<file path="src/rtl/serial_tx.sv">
// Serial byte transmitter: start(0), DATA_W data bits LSB first, [parity], STOP_BITS stop(1); one-entry hold register.
// Parity bit is present only when SERIAL_TX_PARITY_EN is defined (PARITY_ODD selects odd/even).
module serial_tx #(
    parameter int DATA_W     = 8,
    parameter int STOP_BITS  = 1,
    parameter int PARITY_ODD = 0
) (
    input  logic              clk,
    input  logic              reset,
    input  logic [DATA_W-1:0] in_byte,
    input  logic              in_valid,
    output logic              in_ready,
    output logic              out,
    output logic              busy,
    output logic              done
);
    localparam int                CNT_W     = $clog2(DATA_W + 1);
    localparam logic [CNT_W-1:0]  LAST_BIT  = CNT_W'(DATA_W - 1);
    localparam logic [2:0]        LAST_STOP = 3'(STOP_BITS - 1);
    localparam logic              ONE_STOP  = (STOP_BITS == 1);

    typedef enum logic [2:0] {
        IDLE  = 3'd0,
        START = 3'd1,
        DATA  = 3'd2,
        PAR   = 3'd3,
        STOP  = 3'd4
    } state_t;

    if (DATA_W < 1 || DATA_W > 16 || STOP_BITS < 1 || STOP_BITS > 4 || PARITY_ODD < 0 || PARITY_ODD > 1) begin : g_param_check
        $error("serial_tx: parameter out of range");
    end

    state_t              state_q;
    logic [DATA_W-1:0]   shift_q;
    logic [CNT_W-1:0]    bit_cnt_q;
    logic [2:0]          stop_cnt_q;
    logic                out_q;
    logic                busy_q;
    logic                done_q;
    logic [DATA_W-1:0]   hold_q, hold_d;
    logic                hold_full_q, hold_full_d;
    logic                accept;
    logic                reload;

    assign in_ready = ~hold_full_q;
    assign out      = out_q;
    assign busy     = busy_q;
    assign done     = done_q;

    assign accept = in_valid & ~hold_full_q;
    // The held byte moves into the shifter either from idle or on the last stop cycle.
    assign reload = hold_full_q &
                    ((state_q == IDLE) || (state_q == STOP && stop_cnt_q == LAST_STOP));

    always_comb begin
        hold_d      = hold_q;
        hold_full_d = hold_full_q;
        if (reload) begin
            hold_full_d = 1'b0;
        end else if (accept) begin
            hold_d      = in_byte;
            hold_full_d = 1'b1;
        end
    end

    always_ff @(posedge clk) begin
        if (reset) begin
            hold_q      <= '0;
            hold_full_q <= 1'b0;
        end else begin
            hold_q      <= hold_d;
            hold_full_q <= hold_full_d;
        end
    end

`ifdef SERIAL_TX_PARITY_EN
    localparam logic PODD = (PARITY_ODD != 0);
    logic par_q;
`endif

    always_ff @(posedge clk) begin
        if (reset) begin
            state_q    <= IDLE;
            shift_q    <= '0;
            bit_cnt_q  <= '0;
            stop_cnt_q <= '0;
            out_q      <= 1'b1;
            busy_q     <= 1'b0;
            done_q     <= 1'b0;
`ifdef SERIAL_TX_PARITY_EN
            par_q      <= 1'b0;
`endif
        end else begin
            case (state_q)
                IDLE: begin
                    if (hold_full_q) begin
                        state_q <= START;
                        shift_q <= hold_q;
                        out_q   <= 1'b0;
                        busy_q  <= 1'b1;
                    end
                end
                START: begin
                    state_q   <= DATA;
                    bit_cnt_q <= '0;
                    out_q     <= shift_q[0];
                    shift_q   <= shift_q >> 1;
`ifdef SERIAL_TX_PARITY_EN
                    par_q     <= shift_q[0] ^ PODD;
`endif
                end
                DATA: begin
                    if (bit_cnt_q == LAST_BIT) begin
`ifdef SERIAL_TX_PARITY_EN
                        state_q    <= PAR;
                        out_q      <= par_q;
`else
                        state_q    <= STOP;
                        out_q      <= 1'b1;
                        stop_cnt_q <= '0;
                        done_q     <= ONE_STOP;
`endif
                    end else begin
                        out_q     <= shift_q[0];
                        shift_q   <= shift_q >> 1;
                        bit_cnt_q <= bit_cnt_q + 1'b1;
`ifdef SERIAL_TX_PARITY_EN
                        par_q     <= par_q ^ shift_q[0];
`endif
                    end
                end
`ifdef SERIAL_TX_PARITY_EN
                PAR: begin
                    state_q    <= STOP;
                    out_q      <= 1'b1;
                    stop_cnt_q <= '0;
                    done_q     <= ONE_STOP;
                end
`endif
                STOP: begin
                    if (stop_cnt_q == LAST_STOP) begin
                        done_q <= 1'b0;
                        if (hold_full_q) begin
                            state_q <= START;
                            shift_q <= hold_q;
                            out_q   <= 1'b0;
                        end else begin
                            state_q <= IDLE;
                            out_q   <= 1'b1;
                            busy_q  <= 1'b0;
                        end
                    end else begin
                        stop_cnt_q <= stop_cnt_q + 3'd1;
                        // done is registered, so raise it one edge ahead of the final stop cycle.
                        done_q     <= (stop_cnt_q + 3'd1 == LAST_STOP);
                    end
                end
                default: begin
                    state_q <= IDLE;
                    out_q   <= 1'b1;
                    busy_q  <= 1'b0;
                    done_q  <= 1'b0;
                end
            endcase
        end
    end
endmodule
</file>
<file path="config.mk">
export PLATFORM = sky130hd
export DESIGN_NAME = serial_tx
export DESIGN_NICKNAME = d
export VERILOG_FILES = /design/src/rtl/serial_tx.sv
export SDC_FILE = /design/constraint.sdc
export NUM_CORES = 1
export LEC_CHECK = 0
export ABC_AREA = 1
export BUFFER_PORTS_ARGS = -buffer_cell sky130_fd_sc_hd__buf_2
export CORE_MARGIN = 2
export CORE_UTILIZATION = 50
export DETAILED_ROUTE_END_ITERATION = 8
export PLACE_DENSITY = 0.77
export SLEW_MARGIN = 20
export SYNTH_ARGS = -nofsm -noshare
export SYNTH_HDL_FRONTEND = slang
export SYNTH_SLANG_ARGS = --single-unit
</file>
<file path="constraint.sdc">
create_clock -name clk -period 2.8 [get_ports clk]
set_clock_uncertainty 0.1 [all_clocks]
set_input_delay 0.42 -clock clk [delete_from_list [all_inputs] [get_ports clk]]
set_output_delay 0.42 -clock clk [all_outputs]
set_load 0.005 [all_outputs]
</file>
==> reports/results.tsv, run 1 <==
stage	metric	value	unit
layout	drive_above_1_share	0.1498	
placed_design	dpl.cell_count	250	
yosys	syn_area	1478	um2
drt	dr.pass1.iters	4	
setup_path	rr_worst_depth	8	
drt	post-route-drc-count	0	
clock_tree	cts_made_buffers	5	
yosys	synth-adder-area-share	0.03387	
clock_tree	cts_hold_buffers	0	
setup_path	endpoint_kind	register	
sta	timing.final.crit_period	1.534	ns
sta	tns	0	ns
yosys	ys_types	20	
yosys	synth_warnings	0	
drt	ant_nets	0	
hold_path	hp-class	input pin to register	
floorplanning	die_h	58.36	um
yosys	ys_seq_elements	30	
power	p_sw	0.2657	mW
setup_path	critical_path_class	register to register	
yosys	synth_top_family_by_area	simple AND/OR/NAND/NOR gates	
sta	report.final.hold_viol_count	0	
yosys	yosysMostFrequentCell	nand2_1	
clock_tree	clk_path_buf_depth	2	
power	power.density	570.1	nW/um2
setup_path	required	2.92	ns
floorplanning	num_rows	19	
hold_path	min_to	hold_q[7]	
power	ir_drop	0.4453	mV
yosys	yosysTopAreaCell	dfxtp_1	
clock_tree	post_cts_resized	0	
power	p_clk_frac	0.291	
power	p_int	0.6459	mW
yosys	syn_inst	211	
sta	tightestPinTransition	0.5587	ns
global_routing	grtUsageTotal	0.1828	
yosys	synth_compound_area_frac	0.1338	
flow_run	maxCapViolations	0	
floorplanning	core	2781	um2
floorplanning	io_pins	15	
yosys	synth_seq_area_share	0.4064	
sta	fmax	651.8	MHz
sta	setup_viol	0	
floorplanning	die_x	58.36	um
clock_tree	cts_tree	yes	
yosys	synth_xor_area_frac	0	
power	pwr-share-comb	0.178	
hold_path	worstHoldStart	in_byte[7]	
hold_path	holdPathStages	3	
drt	drt_wl_total	2666	um
clock_tree	cts_max_level	2	
yosys	synthFlopType	dfxtp_1	
global_routing	grt_first_pass_wirelength	4754	um
yosys	synth-edff-count	0	
yosys	synth_commonest_cells	49 x nand2_1, 36 x nor2_1, 30 x dfxtp_1, 26 x inv_1, 19 x a21oi_1	
yosys	synth.avg_cell_area	7.003	um2
placed_design	hpwl	1901	um
sta	slew_viol_final	0	
setup_path	cp.arrival	1.65	ns
placed_design	gp_congestion	0.8169	
global_routing	first_global_vias	1163	
power	switching_share	0.2915	
setup_path	worstReg2RegStart	bit_cnt_q[0]	
yosys	synthMuxAreaShare	0	
sta	rsz0062_at_grt	no	
setup_path	crit_fanout	14	
drt	vias	1277	
yosys	syn-num-nets	226	
yosys	synth.area.top_cells	dfxtp_1 41%, nand2_1 12%, nor2_1 9.1%	
floorplanning	die_area	3406	um2
drt	first_iter_violations	35	
setup_path	path_delay_family	simple AND/OR/NAND/NOR gates	
drt	wl_per_cell	10.33	um
yosys	synth.top_cell.area_share	0.4064	
yosys	synthArstFlopShare	0	
outcome	status	finished, final reports clean	
layout	area_growth	8.213	%
sta	whs	0.2193	ns
sta	slew_headroom	0.6271	
global_routing	antenna_found_initial	0	
drt	via_per_inst	4.950	
setup_path	path_buf_inv	0	
yosys	synthSimpleGateAreaFrac	0.3226	
power	p_leak	0.7466	nW
layout	fin_util	0.5749	
setup_path	cp_cell_sequence	ha_1 -> nand2_1 -> nor2_1 -> nand2_4 -> nand3_4 -> nand2_1 -> nand2_1 -> nor2_1	
layout	antenna_cells	0	
setup_path	rrSetupSlack	1.27	ns
floorplanning	initial_core_util	0.5313	
clock_tree	cts_sinks	30	
layout	fin_nets	241	
global_routing	grt.overflow.total	0	
sta	fin_crit_sh	0.5479	
clock_tree	clock_latency	0.32	ns
clock_tree	clk_pin_slew_worst_paths	0.10	ns
global_routing	grt_max_degree	22	
setup_path	critPathLaunchType	register	
setup_path	max_stage_delay	0.40	ns
clock_tree	cts-root-buf	clkbuf_4	
clock_tree	postCtsSetupBuffers	0	
placed_design	port_buffers	14	
power	seqPwrFrac	0.532	
setup_path	cp_common_cell	nand2_1	
setup_path	crit_slowest_cell	dfxtp_1	
setup_path	r2r_end	shift_q[4]	
layout	layout.cells.non_filler	258	
[state kept, by name, summed over array words and instances, names as in the netlist]
| name | count |
|---|---|
| state_q | 3 |
| out | 1 |
| shift_q | 8 |
| bit_cnt_q | 4 |
| done | 1 |
| hold_q | 8 |
| stop_cnt_q | 3 |
| busy | 1 |
| hold_full_q | 1 |
[layout make-up]
type,count,area (um2)
fillers,282,1182
multi-input cells,147,724.4
flip-flops and latches,30,600.6
inverters,28,105.1
repair buffers,14,70.07
clock buffers,7,55.05
well taps,31,38.79
clock inverters,1,5.005
[worst reg2reg max path, stage by stage, from the launching register on]
cell,delay [ns]
dfxtp_1,0.40
ha_1,0.21
nand2_1,0.07
nor2_1,0.21
nand2_4,0.09
nand3_4,0.17
nand2_1,0.07
nand2_1,0.06
nor2_1,0.04
[cells by family after synthesis]
logic type,Yosys count
fa+ha+maj,4
buf+inv,34
flops,30
compound gates,39
simple gates,104
[per-layer routing]
layer | track usage | up-vias | routed length [um]
met3 | 0.04615 | 5 | 110
li1 | - | 690 | -
met4 | 0.07973 | 0 | 44
met2 | 0.2986 | 23 | 1191
met1 | 0.2281 | 559 | 1320
met5 | 0 | - | 0
[stage by stage]
stage                     instance area, um2  total power, mW  setup WS [ns]
after global routing                    1599           0.9656          1.107
after detailed placement                1539           0.6554          1.249
final                                   1599           0.9117          1.266
after floorplan                         1478           0.6271          1.392
after CTS                               1599           0.9197          1.267
after global placement                  1539           0.6526          1.293
[power groups by stage]
stage | clock network, mW | logic, mW | registers (mW)
2_1_floorplan | 0 | 0.136 | 0.491
3_3_place_gp | 0 | 0.159 | 0.493
3_5_place_dp | 0 | 0.161 | 0.494
4_1_cts | 0.273 | 0.163 | 0.484
5_1_grt | 0.289 | 0.189 | 0.489
6_report | 0.265 | 0.162 | 0.485
[layout by cell type, fill, tap and decap left out]
cell type,count
nor2_2,2
nor2_1,36
nand3_4,1
o21ai_1,7
ha_1,4
nor2_4,3
o211ai_1,1
nand3_1,8
clkbuf_8,1
nand3_2,2
buf_2,14
nand2_1,49
a21oi_1,19
clkbuf_4,5
dfxtp_1,30
clkbuf_1,1
clkinv_2,1
o21ai_0,12
inv_1,26
inv_2,2
nand2_4,3
[how the worst max path moves through the flow]
stage,startpoint,endpoint,slack [ns],cells past startpoint
after global placement,reset,hold_q[0],1.29,4
after global routing,bit_cnt_q[0],shift_q[2],1.11,8
after CTS,bit_cnt_q[0],shift_q[5],1.27,8
after detailed placement,reset,hold_q[3],1.25,4
after floorplan,bit_cnt_q[0],shift_q[4],1.39,9
final,bit_cnt_q[0],shift_q[4],1.27,8
Note: power is estimated with default switching activity, not from simulation.
==> run 2: changes to the inputs <==
PLACE_DENSITY = 0.8   (was 0.77)
clock period = 1.4 ns   (was 2.8 ns; I/O delays follow)
==> run 2 against run 1 <==
Net effect:
- core utilization is 8.1 points higher
- register-to-register slack worse by 1.2 ns
- die area stayed put
- critical endpoint is now shift_q[7]
- global-route usage is 1.6 points higher
- sequential power is 100% higher
==> reports/results.tsv, run 2 (synthesis gave the netlist of run 1 again) <==
stage	metric	value	unit	change
floorplanning	die_x	58.36	um	unchanged
clock_tree	cts_made_buffers	5		unchanged
power	power.density	1018	nW/um2	was 570.1 nW/um2
hold_path	hp-class	input pin to register		unchanged
sta	fmax	723.0	MHz	was 651.8 MHz
sta	setup_viol	0		unchanged
global_routing	antenna_found_initial	0		unchanged
layout	area_growth	23.37	%	was 8.213%
placed_design	pre_cts_slack	-0.005220	ns	was 1.249 ns
layout	drive_above_1_share	0.3180		was 0.1498
drt	wl_per_cell	11.12	um	was 10.33 um
global_routing	grt_max_degree	22		unchanged
layout	antenna_cells	0		unchanged
clock_tree	cts_max_level	2		unchanged
floorplanning	initial_core_util	0.5313		unchanged
sta	slew_headroom	0.8497		was 0.6271
clock_tree	cts_tree	yes		unchanged
layout	mostFrequentLayoutCells	43 x nand2_1, 26 x nor2_1, 24 x dfxtp_1, 22 x inv_1, 17 x a21oi_1		was 49 x nand2_1, 36 x nor2_1, 30 x dfxtp_1, 26 x inv_1, 19 x a21oi_1
setup_path	endpoint_kind	register		unchanged
setup_path	critical_path_class	register to register		unchanged
setup_path	crit_fanout	6		was 14
setup_path	cp_cell_sequence	ha_1 -> nand3_1 -> nor2_2 -> nor2_4 -> a21oi_2 -> nor2_1		was ha_1 -> nand2_1 -> nor2_1 -> nand2_4 -> nand3_4 -> nand2_1 -> nand2_1 -> nor2_1
global_routing	grt_first_pass_wirelength	5064	um	was 4754 um
layout	layout_commonest_cell	nand2_1		unchanged
floorplanning	io_pins	15		unchanged
power	p_total	1.856	mW	was 0.9117 mW
setup_path	path_buf_inv	0		unchanged
sta	fin_crit_sh	0.9880		was 0.5479
sta	layout_setup_ws	0.01679	ns	was 1.266 ns
layout	multi_input_area	843.3	um2	was 724.4 um2
layout	fin_nets	254		was 241
drt	via_per_inst	4.989		was 4.950
floorplanning	num_rows	19		unchanged
clock_tree	cts_sinks	30		unchanged
power	p_leak	0.8175	nW	was 0.7466 nW
global_routing	first_global_vias	1163		unchanged
clock_tree	clk_path_buf_depth	2		unchanged
layout	top_regs	hold_q (8), shift_q (8), bit_cnt_q (4)		unchanged
setup_path	crit_slowest_cell	dfxtp_1		unchanged
sta	rsz0062_at_grt	yes		was no
floorplanning	core	2781	um2	unchanged
sta	report.final.hold_viol_count	0		unchanged
drt	vias	1347		was 1277
setup_path	required	1.54	ns	was 2.92 ns
layout	fin_util	0.6554		was 0.5749
global_routing	grt.overflow.total	0		unchanged
clock_tree	clock_latency	0.34	ns	was 0.32 ns
drt	drt_wl_total	3003	um	was 2666 um
placed_design	hpwl	2058	um	was 1901 um
layout	fill_cells	246		was 282
floorplanning	die_h	58.36	um	unchanged
setup_path	rrSetupSlack	0.02	ns	was 1.27 ns
sta	tns	0	ns	unchanged
clock_tree	cts-root-buf	clkbuf_4		unchanged
global_routing	grtUsageTotal	0.1987		was 0.1828
sta	slew_viol_final	0		unchanged
drt	post-route-drc-count	0		unchanged
placed_design	gp_congestion	0.8831		was 0.8169
setup_path	max_stage_delay	0.34	ns	was 0.40 ns
outcome	status	finished, final reports clean		unchanged
drt	first_iter_violations	40		was 35
setup_path	path_delay_family	simple AND/OR/NAND/NOR gates		unchanged
setup_path	critPathLaunchType	register		unchanged
drt	dr.pass1.iters	4		unchanged
setup_path	cp.arrival	1.52	ns	was 1.65 ns
placed_design	port_buffers	14		unchanged
flow_run	maxCapViolations	0		unchanged
sta	tightestPinTransition	0.2245	ns	was 0.5587 ns
clock_tree	clk_pin_slew_worst_paths	0.09	ns	was 0.10 ns
drt	ant_nets	0		unchanged
power	ir_drop	0.8496	mV	was 0.4453 mV
sta	timing.final.crit_period	1.383	ns	was 1.534 ns
floorplanning	die_area	3406	um2	unchanged
layout	regArea	613.1	um2	was 600.6 um2
[run 2: cell types whose count changed in the layout (fill, tap and decap cells not counted), sizes merged]
| cell | change |
|---|---|
| clkbuf | -2 |
| clkinv | +1 |
| dlygate4sd3 | +1 |
| buf | +11 |
| nand3 | +1 |
[run 2: metal layers]
| layer | part of all wire | global-route usage | vias to the layer above |
|---|---|---|---|
| met4 | 0.017 | 0.07973 | 0 |
| met3 | 0.041 | 0.07253 | 6 |
| li1 | - | - | 724 |
| met5 | 0 | 0 | - |
| met1 | 0.47 | 0.2521 | 602 |
| met2 | 0.47 | 0.3066 | 15 |
[run 2: repair_timing]
action,in CTS,in global routing
gates resized for setup,6,34
setup buffers,0,2
hold buffers,1,0
pin swaps,1,10
hold endpoints to repair,1,0
gates cloned,0,1
setup endpoints to repair,10,19
[run 2: final timing paths]
path                 from           to  cells after the start
min              in_valid  hold_full_q                      3
max          bit_cnt_q[0]   shift_q[7]                      6
max reg2reg  bit_cnt_q[0]   shift_q[7]                      6
min reg2reg     hold_q[5]    hold_q[5]                      2
[run 2: worst min-delay path, cell delays in order]
cell and delay (ns):
buf_2 0.10, inv_1 0.07, a21oi_1 0.06
[run 2: per-stage QoR]
| step | hold slack [ns] | cells | area [um2] |
|---|---|---|---|
| finish | 0.02837 | 270 | 1823 |
| global route | 0.01869 | 270 | 1823 |
| CTS | 0.02060 | 267 | 1698 |
| detailed placement | 0.3509 | 259 | 1622 |
| global placement | 0.3412 | 259 | 1622 |
| floorplan | 0.2449 | 211 | 1480 |
[run 2: final cells by class]
| class | count | share of cell area |
|---|---|---|
| multi-input combinational | 148 | 0.4626 |
| clock inverter | 2 | 0.005491 |
| timing repair buffer | 26 | 0.09609 |
| tap | 31 | 0.02128 |
| inverter | 28 | 0.05765 |
| clock buffer | 5 | 0.02059 |
| sequential | 30 | 0.3363 |
[run 2: report_power, final]
group          switching (mW)  internal (mW)
Combinational           0.242          0.175
Clock                   0.289          0.180
Sequential             0.0435          0.927
Total                   0.574           1.28
